===== src/rtl/ysyx_24100012_pkg.sv =====
`default_nettype none
// ============================================================================
// Package     : ysyx_24100012_pkg
// Description : Shared constants for the ALU and its two-port arbiter.
// Revision    : 1.0 - initial release
// ============================================================================
package ysyx_24100012_pkg;

  localparam int         ALU_DATA_WIDTH = 32;
  localparam int         ALU_N_SEL      = 4;

  localparam logic [3:0] ALU_SEL_ADD    = 4'b0000;

  // Requester identifiers, also used as the grant / owner encoding
  localparam logic       ALU_REQ_LSU    = 1'b0;
  localparam logic       ALU_REQ_EXU    = 1'b1;

endpackage
`default_nettype wire


===== src/rtl/ysyx_24100012_alu.sv =====
`default_nettype none
// ============================================================================
// Module      : ysyx_24100012_alu
// Description : Combinational ALU. Only the add operation is implemented;
//               every other select returns zero. clk/rst/inst_type exist for
//               port compatibility and do not influence the result.
// Revision    : 1.0 - initial release
// ============================================================================
module ysyx_24100012_alu
  import ysyx_24100012_pkg::*;
#(
  parameter int DATA_WIDTH = ALU_DATA_WIDTH,
  parameter int N_SEL      = ALU_N_SEL
) (
  input  logic                  clk,
  input  logic                  rst,
  input  logic [2:0]            inst_type,
  input  logic [N_SEL-1:0]      alu_sel,
  input  logic [DATA_WIDTH-1:0] alu_a,
  input  logic [DATA_WIDTH-1:0] alu_b,
  output logic [DATA_WIDTH-1:0] alu_result
);

  // Compatibility-only inputs folded together so they are visibly consumed
  logic w_unused_ports;
  assign w_unused_ports = ^{clk, rst, inst_type};

  // Modulo-2^DATA_WIDTH add; the carry out is simply dropped
  always_comb begin
    alu_result = '0;
    if (alu_sel == N_SEL'(ALU_SEL_ADD)) begin
      alu_result = alu_a + alu_b;
    end
  end

endmodule
`default_nettype wire


===== src/rtl/ysyx_24100012_alu_arb.sv =====
`default_nettype none
// ============================================================================
// Module      : ysyx_24100012_alu_arb
// Description : Shares one ALU between the LSU address generator (port 0) and
//               the EXU (port 1). Per-cycle grant, one-entry result register,
//               result returned only to its owner. Full throughput when the
//               owner drains every cycle.
//               Build option YSYX_24100012_ALU_ARB_RR_EN: round-robin
//               tie-break; otherwise port 0 has fixed priority.
// Revision    : 1.0 - initial release
// ============================================================================
module ysyx_24100012_alu_arb
  import ysyx_24100012_pkg::*;
#(
  parameter int DATA_WIDTH = ALU_DATA_WIDTH,
  parameter int N_SEL      = ALU_N_SEL
) (
  input  logic                  clk,
  input  logic                  rst,

  input  logic                  req0_valid,
  output logic                  req0_ready,
  input  logic [DATA_WIDTH-1:0] req0_a,
  input  logic [DATA_WIDTH-1:0] req0_b,
  input  logic [2:0]            req0_type,
  input  logic [N_SEL-1:0]      req0_sel,

  input  logic                  req1_valid,
  output logic                  req1_ready,
  input  logic [DATA_WIDTH-1:0] req1_a,
  input  logic [DATA_WIDTH-1:0] req1_b,
  input  logic [2:0]            req1_type,
  input  logic [N_SEL-1:0]      req1_sel,

  output logic                  resp0_valid,
  input  logic                  resp0_ready,
  output logic                  resp1_valid,
  input  logic                  resp1_ready,
  output logic [DATA_WIDTH-1:0] resp_data
);

  logic                  r_res_vld;
  logic                  r_res_own;
  logic [DATA_WIDTH-1:0] r_res_q;

  logic                  w_own_ready;
  logic                  w_space;
  logic                  w_drain;
  logic                  w_grant;
  logic                  w_accept;

  logic [DATA_WIDTH-1:0] w_alu_a;
  logic [DATA_WIDTH-1:0] w_alu_b;
  logic [2:0]            w_alu_type;
  logic [N_SEL-1:0]      w_alu_sel;
  logic [DATA_WIDTH-1:0] w_alu_res;

  // The register frees up either because it is empty or because its owner
  // takes the result this very cycle (refill with no bubble).
  assign w_own_ready = (r_res_own == ALU_REQ_EXU) ? resp1_ready : resp0_ready;
  assign w_space     = !r_res_vld || w_own_ready;
  assign w_drain     = r_res_vld && w_own_ready;

`ifdef YSYX_24100012_ALU_ARB_RR_EN
  logic r_last;

  // Tie goes to whoever was not granted last; a lone requester always wins
  always_comb begin
    w_grant = ALU_REQ_LSU;
    if (req0_valid && req1_valid) begin
      w_grant = ~r_last;
    end else if (req1_valid) begin
      w_grant = ALU_REQ_EXU;
    end
  end

  // Last-granted pointer moves only on an accepted request; reset favours port 0
  always_ff @(posedge clk) begin
    if (!rst) begin
      r_last <= ALU_REQ_EXU;
    end else if (w_accept) begin
      r_last <= w_grant;
    end
  end
`else
  // Fixed priority: port 1 is granted only while port 0 is idle
  always_comb begin
    w_grant = ALU_REQ_LSU;
    if (!req0_valid && req1_valid) begin
      w_grant = ALU_REQ_EXU;
    end
  end
`endif

  // Readies are also gated by rst so nothing is taken while reset is held
  assign req0_ready = rst && w_space && (w_grant == ALU_REQ_LSU) && req0_valid;
  assign req1_ready = rst && w_space && (w_grant == ALU_REQ_EXU) && req1_valid;
  assign w_accept   = req0_ready || req1_ready;

  // Operand mux; with no grant the select rests on port 0
  assign w_alu_a    = (w_grant == ALU_REQ_EXU) ? req1_a    : req0_a;
  assign w_alu_b    = (w_grant == ALU_REQ_EXU) ? req1_b    : req0_b;
  assign w_alu_type = (w_grant == ALU_REQ_EXU) ? req1_type : req0_type;
  assign w_alu_sel  = (w_grant == ALU_REQ_EXU) ? req1_sel  : req0_sel;

  ysyx_24100012_alu #(
    .DATA_WIDTH (DATA_WIDTH),
    .N_SEL      (N_SEL)
  ) u_alu (
    .clk        (clk),
    .rst        (rst),
    .inst_type  (w_alu_type),
    .alu_sel    (w_alu_sel),
    .alu_a      (w_alu_a),
    .alu_b      (w_alu_b),
    .alu_result (w_alu_res)
  );

  // Result register: accept overwrites (even while draining), drain alone empties
  always_ff @(posedge clk) begin
    if (!rst) begin
      r_res_vld <= 1'b0;
      r_res_own <= ALU_REQ_LSU;
      r_res_q   <= '0;
    end else if (w_accept) begin
      r_res_vld <= 1'b1;
      r_res_own <= w_grant;
      r_res_q   <= w_alu_res;
    end else if (w_drain) begin
      r_res_vld <= 1'b0;
    end
  end

  assign resp0_valid = r_res_vld && (r_res_own == ALU_REQ_LSU);
  assign resp1_valid = r_res_vld && (r_res_own == ALU_REQ_EXU);
  assign resp_data   = r_res_q;

endmodule
`default_nettype wire

===== config.mk =====
export PLATFORM = sky130hd
export DESIGN_NAME = ysyx_24100012_alu_arb
export DESIGN_NICKNAME = d
export VERILOG_FILES = /design/src/rtl/ysyx_24100012_pkg.sv /design/src/rtl/ysyx_24100012_alu.sv /design/src/rtl/ysyx_24100012_alu_arb.sv
export SDC_FILE = /design/constraint.sdc
export NUM_CORES = 1
export LEC_CHECK = 0
export ABC_AREA = 1
export CAP_MARGIN = 40
export CORE_MARGIN = 3
export CORE_UTILIZATION = 45
export CTS_CLUSTER_DIAMETER = 150
export DETAILED_ROUTE_END_ITERATION = 10
export GPL_ROUTABILITY_DRIVEN = 1
export PLACE_DENSITY = 0.9
export SLEW_MARGIN = 20
export SYNTH_ARGS = -nofsm -noshare
export SYNTH_HDL_FRONTEND = slang
export SYNTH_SLANG_ARGS = --single-unit

===== constraint.sdc =====
create_clock -name clk -period 3.4 [get_ports clk]
set_input_delay 0.85 -clock clk [delete_from_list [all_inputs] [get_ports clk]]
set_output_delay 0.85 -clock clk [all_outputs]
set_load 0.02 [all_outputs]

=== After elaboration in Yosys (flattened, before gate mapping) ===
Index checks and enable logic that the tools add are counted.

* Bits of input ports: 148
* Flip-flop bits (word level): 34

* Bitwise operators: 2
* Reduce and logical (&&, ||, !) cells: 15
* Mux-type cells: 8
* $add $sub $neg: 1

{| class="wikitable"
|+ Operator list
! operator !! count
|-
| $mux W32 || 3
|-
| $add A32 B32 Y32 || 1
|-
| $logic_and A1 B1 Y1 || 9
|-
| $logic_not A4 Y1 || 1
|-
| $mux W1 || 4
|-
| $mux W4 || 1
|-
| $logic_not A1 Y1 || 2
|-
| $logic_or A1 B1 Y1 || 2
|-
| $not A1 Y1 || 2
|-
| $reduce_bool A2 Y1 || 1
|}

=== Logic depth before layout (Yosys ltp) ===
Gate-level depths: netlist of run 1.

* Depth after elaboration: 8
* Depth in mapped cells: 20
* Mapped depth without buffers: 18

=== Cells and area by module ===
From an unflattened synthesis of run 1, not the netlist that was laid out.

* Cell total of the unflattened synthesis: 1004
* Area total of the unflattened synthesis: 5178.7 µm²

{| class="wikitable"
|+ Modules (own cells, without submodules)
! module !! cells each !! area an instance (µm²) !! seq. area each (µm²) !! times used
|-
| ysyx_24100012_alu || 542 || 2660.1 || 0.0 || 1
|-
| ysyx_24100012_alu_arb || 462 || 2518.7 || 680.7 || 1
|}

=== Worst setup path before layout of run 1 ===
OpenSTA, ideal clock, no wires.

* Path kind: input port to flip-flop
* From: in req1_valid
* To: reg r_res_q[24] (netlist: resp_data[24])
* Setup time: 0.132 ns
* Stages: 20
* Setup slack: 0.229 ns
* Arrival time: 3.039 ns
* Required time: 3.268 ns
* Path buffers: 2
* Cells stage by stage: inv_1 nor2_2 inv_2 clkbuf_1 clkbuf_1 nand2_1 nand2_1 ha_1 inv_1 fa_1 inv_1 nand3_1 nand3_1 nand2_1 nand2_1 nand2_1 nand3_1 nand2_1 nand3_1 a21oi_1

* Longest elaborated chain between the ends: 6
* Elaborated cells on any way between the ends: 14
* Those cells by class: 1 x add/sub; 5 x mux; 1 x bitwise; 7 x reduce/logical

{| class="wikitable"
|+ Ends and longest elaborated chain
! element !! RTL line !! RTL
|-
| start: declaration || ysyx_24100012_alu_arb.sv:28 || <nowiki>input logic req1_valid,</nowiki>
|-
| parallel branches: the longest is 6 deep, another holds $add A32 B32 Y32 || -- ||
|-
| end signal: assignment || ysyx_24100012_alu_arb.sv:128 || <nowiki>r_res_q <= w_alu_res;</nowiki>
|-
| end: declaration || ysyx_24100012_alu_arb.sv:44 || <nowiki>logic [DATA_WIDTH-1:0] r_res_q;</nowiki>
|}

Parallel ways; which one is timed is not known.
A chain may end at the register's enable or synchronous reset.

=== Worst setup path after layout of run 1 ===
* From: in req1_valid
* To: reg r_res_q[28] (netlist: resp_data[28])

The elaborated chain is that of the path after synthesis.

==> key figures, run 1 <==
Min path
  – HP Class: reg2reg

Layout
  – Filler cell count: 758
  – Layout Cells excl Fill: 1226
  – NumNets Final: 1276
  – Most common cell after layout, fill and taps aside: nand2_1
  – Share of layout cells above drive strength 1: 8.20%
  – Area of the multi-input gates: 3190 um^2
  – N_diodes: 0
  – Layout area overhead: 56.0%
  – Seq. cell area: 681 um^2
  – Commonest cells after routing, fill and taps aside: 457 x nand2_1, 176 x clkdlybuf4s50_1, 125 x inv_1

CTS
  – H-tree levels: 2
  – Clock slew at reported path FFs: 0.07 ns
  – # Post-CTS Setup Buffers: 0
  – Clock tree buffer depth: 2
  – CTS Buf Count: 5
  – Worst skew pair latency: 0.29 ns
  – Clock Tree Root: clkbuf_8
  – Clk sinks: 34
  – CTS tree: done

Detailed routing
  – DR vias/cell: 4.79
  – WL/cell: 11.6 um
  – Remaining antenna violation count: 0
  – Drt pass-1 iters: 5
  – Residual DRC: 0
  – Via count: 5877
  – Routed wire length: 14.3 mm
  – Starting DRC count in detailed routing: 422

Worst setup path
  – Crit-path leading delay family: buffers and inverters
  – Crit path launch type: input port
  – CP bufs+invs: 5
  – Worst Setup End Kind: flop
  – Critical path peak fanout: 31
  – Worst Path Class, Setup: in2reg
  – Slowest CP cell: clkdlybuf4s50_1
  – CP Cell Sequence: clkdlybuf4s50_1 > inv_1 > nor2_4 > inv_4 > buf_12 > nand2_1 > nand2_1 > ha_1 > nand2_1 > inv_1 > a21oi_1 > nand2_1 > a21oi_1 > nand2_1 > nand2_1 > nand3_1 > a21oi_1
  – Most frequent CP cell: nand2_1
  – CP required: 3.61 ns
  – Critical Path AT: 3.47 ns
  – Delay of the slowest cell on the worst path: 0.45 ns

Die
  – Starting Density: 47.2%
  – Core area: 9420 um^2
  – Die span in y: 105 um
  – Site Rows: 35
  – DIE AREA: 11100 um^2
  – Ports: 184
  – Die W: 105 um

GRT
  – Initial antenna violation count: 0
  – Grt met2 use: 47.0%
  – Vias in the first global route: 5613
  – Largest net degree at the start of global routing: 36
  – Met3 GRT Util: 4.53%
  – GR Util met1: 30.5%
  – Gr ovfl total: 0
  – First-pass GRT wire length: 24.3 mm
  – GR peak layer: met2
  – GRT Total Usage: 25.5%

STA
  – Setup TNS: 0 ns
  – Final hold vios: 0
  – FMAX: 307 MHz
  – Clock skew: 0.00765 ns
  – Worst-margin pin slew: 0.381 ns
  – Worst relative slew slack: 74.5%
  – Minimum clock period: 3.25 ns
  – Endpoints failing setup: 0
  – Count of pins over their slew limit: 0
  – Fin crit share: 95.6%
  – RSZ-0062 raised after global routing: true

Synthesis
  – Synthesis Warnings: 0
  – Syn Nets: 1053
  – Syn Area/Cell: 5.09 um^2
  – Synth Instances: 873
  – Top_reg_cell synth: dfxtp_1
  – Distinct cells, synth: 28
  – Number of enable flip-flop cells after synthesis: 0
  – Share of synthesized registers carrying an async set or reset: 0%
  – Seq/Total Area, Yosys: 15.3%
  – Mapped cell area: 4440 um^2
  – #FFs+latches synth: 34

Job
  – Max cap viols: 0

Power and ir drop
  – Pwr Density: 277 nW/um^2
  – LEAKAGE: 3.69 nW
  – Peak supply drop: 0.237 mV

Placement
  – RePlAce Congestion: 0.953
  – IO Port Bufs: 177
  – Placed insts: 1218
  – DP HPWL: 11.8 mm

Status
  – Status: completed
==> sequential cells by signal, summed over array words and instances, names as in the netlist <==
name,count
r_res_own,1
r_res_vld,1
resp_data,32
==> kinds of logic after synthesis <==
group | share of synthesized area, %
fa+ha+maj | 9.18
flops | 15.3
simple gates | 53.5
compound gates | 7.04
buf+inv | 13.4
xor+xnor | 1.58
==> tightest hold or removal path: cells and delay by family, from the launching register on <==
family / cells / cell delay (ns)
flops: 1 / 0.31
simple gates: 1 / 0.06
compound gates: 1 / 0.05
==> final timing paths <==
check	from	end	slack, ns	cells after the start
min reg2reg	resp_data[31]$_SDFFE_PN0P_	resp_data[31]$_SDFFE_PN0P_	0.46	2
min	resp_data[31]$_SDFFE_PN0P_	resp_data[31]$_SDFFE_PN0P_	0.46	2
max	req1_valid	resp_data[28]$_SDFFE_PN0P_	0.15	17
max reg2reg	r_res_own$_SDFFE_PN0P_	resp_data[6]$_SDFFE_PN0P_	1.60	11
==> routing by layer <==
layer,vias up,part of all wire (%)
met4,0,1.5
li1,3098,-
met1,2552,41
met2,205,50
met3,22,7.3
met5,-,0
==> cell type report <==
type                    count  share of cell area, %
repair buffers            238                   33.0
inverters                 127                   6.91
flip-flops and latches     34                   9.82
multi-input cells         690                   46.0
clock buffers               5                  0.993
clock inverters             3                  0.993
well taps                 129                   2.33
==> cell usage after synthesis, drive strengths merged, types with 2 or more instances <==
library cell | number | area share (%)
nand2 | 460 | 39
inv | 126 | 11
a21oi | 56 | 6.3
nand3 | 54 | 6.1
nor2 | 48 | 4.8
dfxtp | 34 | 15
ha | 31 | 8.7
clkbuf | 14 | 1.2
buf | 8 | 1.5
nor3 | 8 | 0.90
or2 | 8 | 1.1
xor2 | 7 | 1.4
nand4 | 4 | 0.56
nand3b | 3 | 0.51
and2 | 2 | 0.28
nor4 | 2 | 0.28
o21ai | 2 | 0.23
o21bai | 2 | 0.34
==> power by group <==
group,switching (mW),total [mW],internal (mW),leakage (nW)
Sequential,0.00348,0.407,0.404,0.274
Clock,0.167,0.461,0.294,0.0683
Combinational,0.551,1.05,0.498,3.35
Total,0.722,1.92,1.20,3.69
==> timing repair <==
item                       in CTS  in global routing
hold buffers                    0                  0
resized for setup               1                 11
setup endpoints to repair       1                 10
==> metrics by stage <==
stage	worst slack, ns	area (um^2)	hold slack (ns)	power [mW]	util (%)
finish	0.148	6930	0.464	1.92	73.6
global route	-0.0132	6930	0.487	2.07	73.6
CTS	0.109	6910	0.467	1.90	73.4
detailed placement	-0.188	6770	0.455	1.44	71.9
global placement	-0.113	6770	0.452	1.42	71.9
floorplan	0.229	4440	0.508	0.992	-
Note: power is estimated with default switching activity, not from simulation.
==> inputs of run 2 (changes only) <==
- CAP_MARGIN: 40 -> unset
- CORE_UTILIZATION: 45 -> 38
- PLACE_DENSITY: 0.9 -> 0.78
==> run 2 against run 1 <==
Non-clock buffer count is 4 higher. Count of clock-buffer cells in the layout unchanged. Register-to-register slack worse by 0.42 ns. Maximum frequency fell by 1.2%. Critical endpoint is now resp_data[14]$_SDFFE_PN0P_. Critical path depth stayed put. Setup slack worse by 0.039 ns. Die area rose by 17%. Sequential power about the same. Clock power is 11% higher. Clock skew down 0.0024 ns.
==> key figures, run 2 (synthesis gave the netlist of run 1 again) <==
Status
  – Status: completed

CTS
  – Clk sinks: 34
  – CTS tree: done
  – Hold_buf cts: 0
  – Worst skew pair latency: 0.28 ns
  – Clock tree buffer depth: 2
  – Clock slew at reported path FFs: 0.06 ns
  – CTS Buf Count: 5
  – H-tree levels: 2
  – Clock Tree Root: clkbuf_16

Worst setup path
  – R2r setup slk: 1.18 ns
  – CP bufs+invs: 4
  – Critical path peak fanout: 22
  – FF-to-FF path depth: 10
  – Worst Setup End Kind: flop
  – CP required: 3.53 ns
  – Slowest CP cell: clkdlybuf4s50_1
  – Worst Path Class, Setup: in2reg
  – Delay of the slowest cell on the worst path: 0.45 ns
  – Crit path launch type: input port
  – Reg-to-reg startpoint: r_res_own$_SDFFE_PN0P_
  – RR Endpoint: resp_data[14]$_SDFFE_PN0P_
  – CP Cell Sequence: clkdlybuf4s50_1 > inv_1 > nor2_4 > inv_6 > clkbuf_16 > nand2_1 > nand2_1 > ha_4 > nand2_1 > nand2_1 > nand2_1 > nand3_1 > nand2_1 > nand2_2 > or2_2 > nand3_1 > a21oi_1
  – Critical Path AT: 3.42 ns
  – Crit-path leading delay family: simple AND/OR/NAND/NOR gates
  – Most frequent CP cell: nand2_1

Layout
  – Layout area overhead: 68.0%
  – Filler cell count: 1040
  – Commonest cells after routing, fill and taps aside: 445 x nand2_1, 176 x clkdlybuf4s50_1, 123 x inv_1
  – Share of layout cells above drive strength 1: 15.5%
  – Seq. cell area: 681 um^2
  – Fin area: 7470 um^2
  – Max reg flops: 32
  – NumNets Final: 1280
  – Most common cell after layout, fill and taps aside: nand2_1
  – N_diodes: 0
  – Area of the multi-input gates: 3640 um^2

STA
  – Final hold vios: 0
  – Worst-margin pin slew: 0.998 ns
  – FMAX: 304 MHz
  – Hold_ws: 0.460 ns
  – Fin crit share: 96.8%
  – Worst setup slack after layout: 0.109 ns
  – RSZ-0062 raised after global routing: true
  – Minimum clock period: 3.29 ns
  – Setup TNS: 0 ns
  – Clock skew: 0.00523 ns
  – Endpoints failing setup: 0
  – Worst relative slew slack: 33.0%
  – Count of pins over their slew limit: 0

Placement
  – Pre-CTS setup slack: -0.243 ns
  – RePlAce Congestion: 0.906
  – DP HPWL: 11.9 mm
  – Placed Area: 6770 um^2
  – IO Port Bufs: 177

Detailed routing
  – Routed wire length: 15.3 mm
  – WL/cell: 12.3 um
  – Residual DRC: 0
  – DR vias/cell: 4.75
  – Remaining antenna violation count: 0
  – Starting DRC count in detailed routing: 295
  – Drt pass-1 iters: 5
  – Via count: 5898

Min path
  – HP Class: reg2reg
  – Hold Crit Start: resp_data[31]$_SDFFE_PN0P_
  – Hold Path Stages: 2
  – Hold path endpoint: resp_data[31]$_SDFFE_PN0P_

GRT
  – Vias in the first global route: 5297
  – GRT Total Usage: 21.4%
  – Largest net degree at the start of global routing: 46
  – First-pass GRT wire length: 23.6 mm
  – Initial antenna violation count: 0
  – Gr ovfl total: 0

Die
  – Core area: 11100 um^2
  – DIE AREA: 13000 um^2
  – Site Rows: 38
  – Die W: 114 um
  – Ports: 184
  – Starting Density: 39.9%
  – Die span in y: 114 um

Power and ir drop
  – Peak supply drop: 0.375 mV
  – Design Power: 2.11 mW
  – Pwr Density: 283 nW/um^2
  – LEAKAGE: 3.75 nW

Job
  – Max cap viols: 0
run 2: cell types whose count changed in the layout (fill, tap and decap cells not counted), sizes merged:
cell      change
buf           +3
clkinvlp      +2
bufinv        -1
clkbuf        +1
clkinv        -1
run 2: worst max-delay path by stage:
stage                     from                         end  slack, ns  cells after the start
floorplan           req1_valid  resp_data[24]$_SDFFE_PN0P_       0.23                     20
global placement    req1_valid  resp_data[24]$_SDFFE_PN0P_      -0.16                     16
detailed placement  req0_valid  resp_data[24]$_SDFFE_PN0P_      -0.24                     15
CTS                 req0_valid  resp_data[24]$_SDFFE_PN0P_       0.01                     15
global route        req1_valid  resp_data[31]$_SDFFE_PN0P_      -0.04                     19
finish              req1_valid  resp_data[14]$_SDFFE_PN0P_       0.11                     17
run 2: repair_timing:
action | 4_1_cts | 5_1_grt
setup buffers | 0 | 2
endpoints found under the setup margin | 1 | 22
hold endpoints to repair | 0 | 0
gates cloned | 0 | 1
resized for setup | 1 | 97
pin swaps | 0 | 7
run 2: metal layers:
metal	share of wire, %	GRT usage [%]	vias up
met3	6.0	2.54	17
li1	-	-	3106
met5	0	0	-
met1	45	28.8	2591
met4	1.3	4.59	0
met2	48	36.7	184
run 2: layout make-up:
type                    count  area share (%)
multi-input cells         690            48.7
repair buffers            242            31.1
flip-flops and latches     34            9.11
inverters                 127            6.45
well taps                 140            2.35
clock buffers               5            1.68
clock inverters             3           0.603
run 2: where the power goes:
part / leakage [nW] / internal (mW) / switching, mW / total (mW)
Combinational: 3.40 / 0.579 / 0.609 / 1.19
Clock: 0.0760 / 0.345 / 0.169 / 0.514
Sequential: 0.274 / 0.405 / 0.00361 / 0.408
Total: 3.75 / 1.33 / 0.782 / 2.11
run 2: stage by stage:
stage / util, % / std cells
floorplan: - / 873
global placement: 60.8 / 1230
detailed placement: 60.8 / 1230
CTS: 62.3 / 1238
global route: 67.1 / 1241
finish: 67.1 / 1241
run 2: worst reg2reg max path: cells and delay by family (launching register included):
kind | cells | cell delay, ns
DFF | 1 | 0.33
and+or+nand+nor | 8 | 1.49
buffers and inverters | 1 | 0.14
AOI/OAI and AO/OA | 1 | 0.18
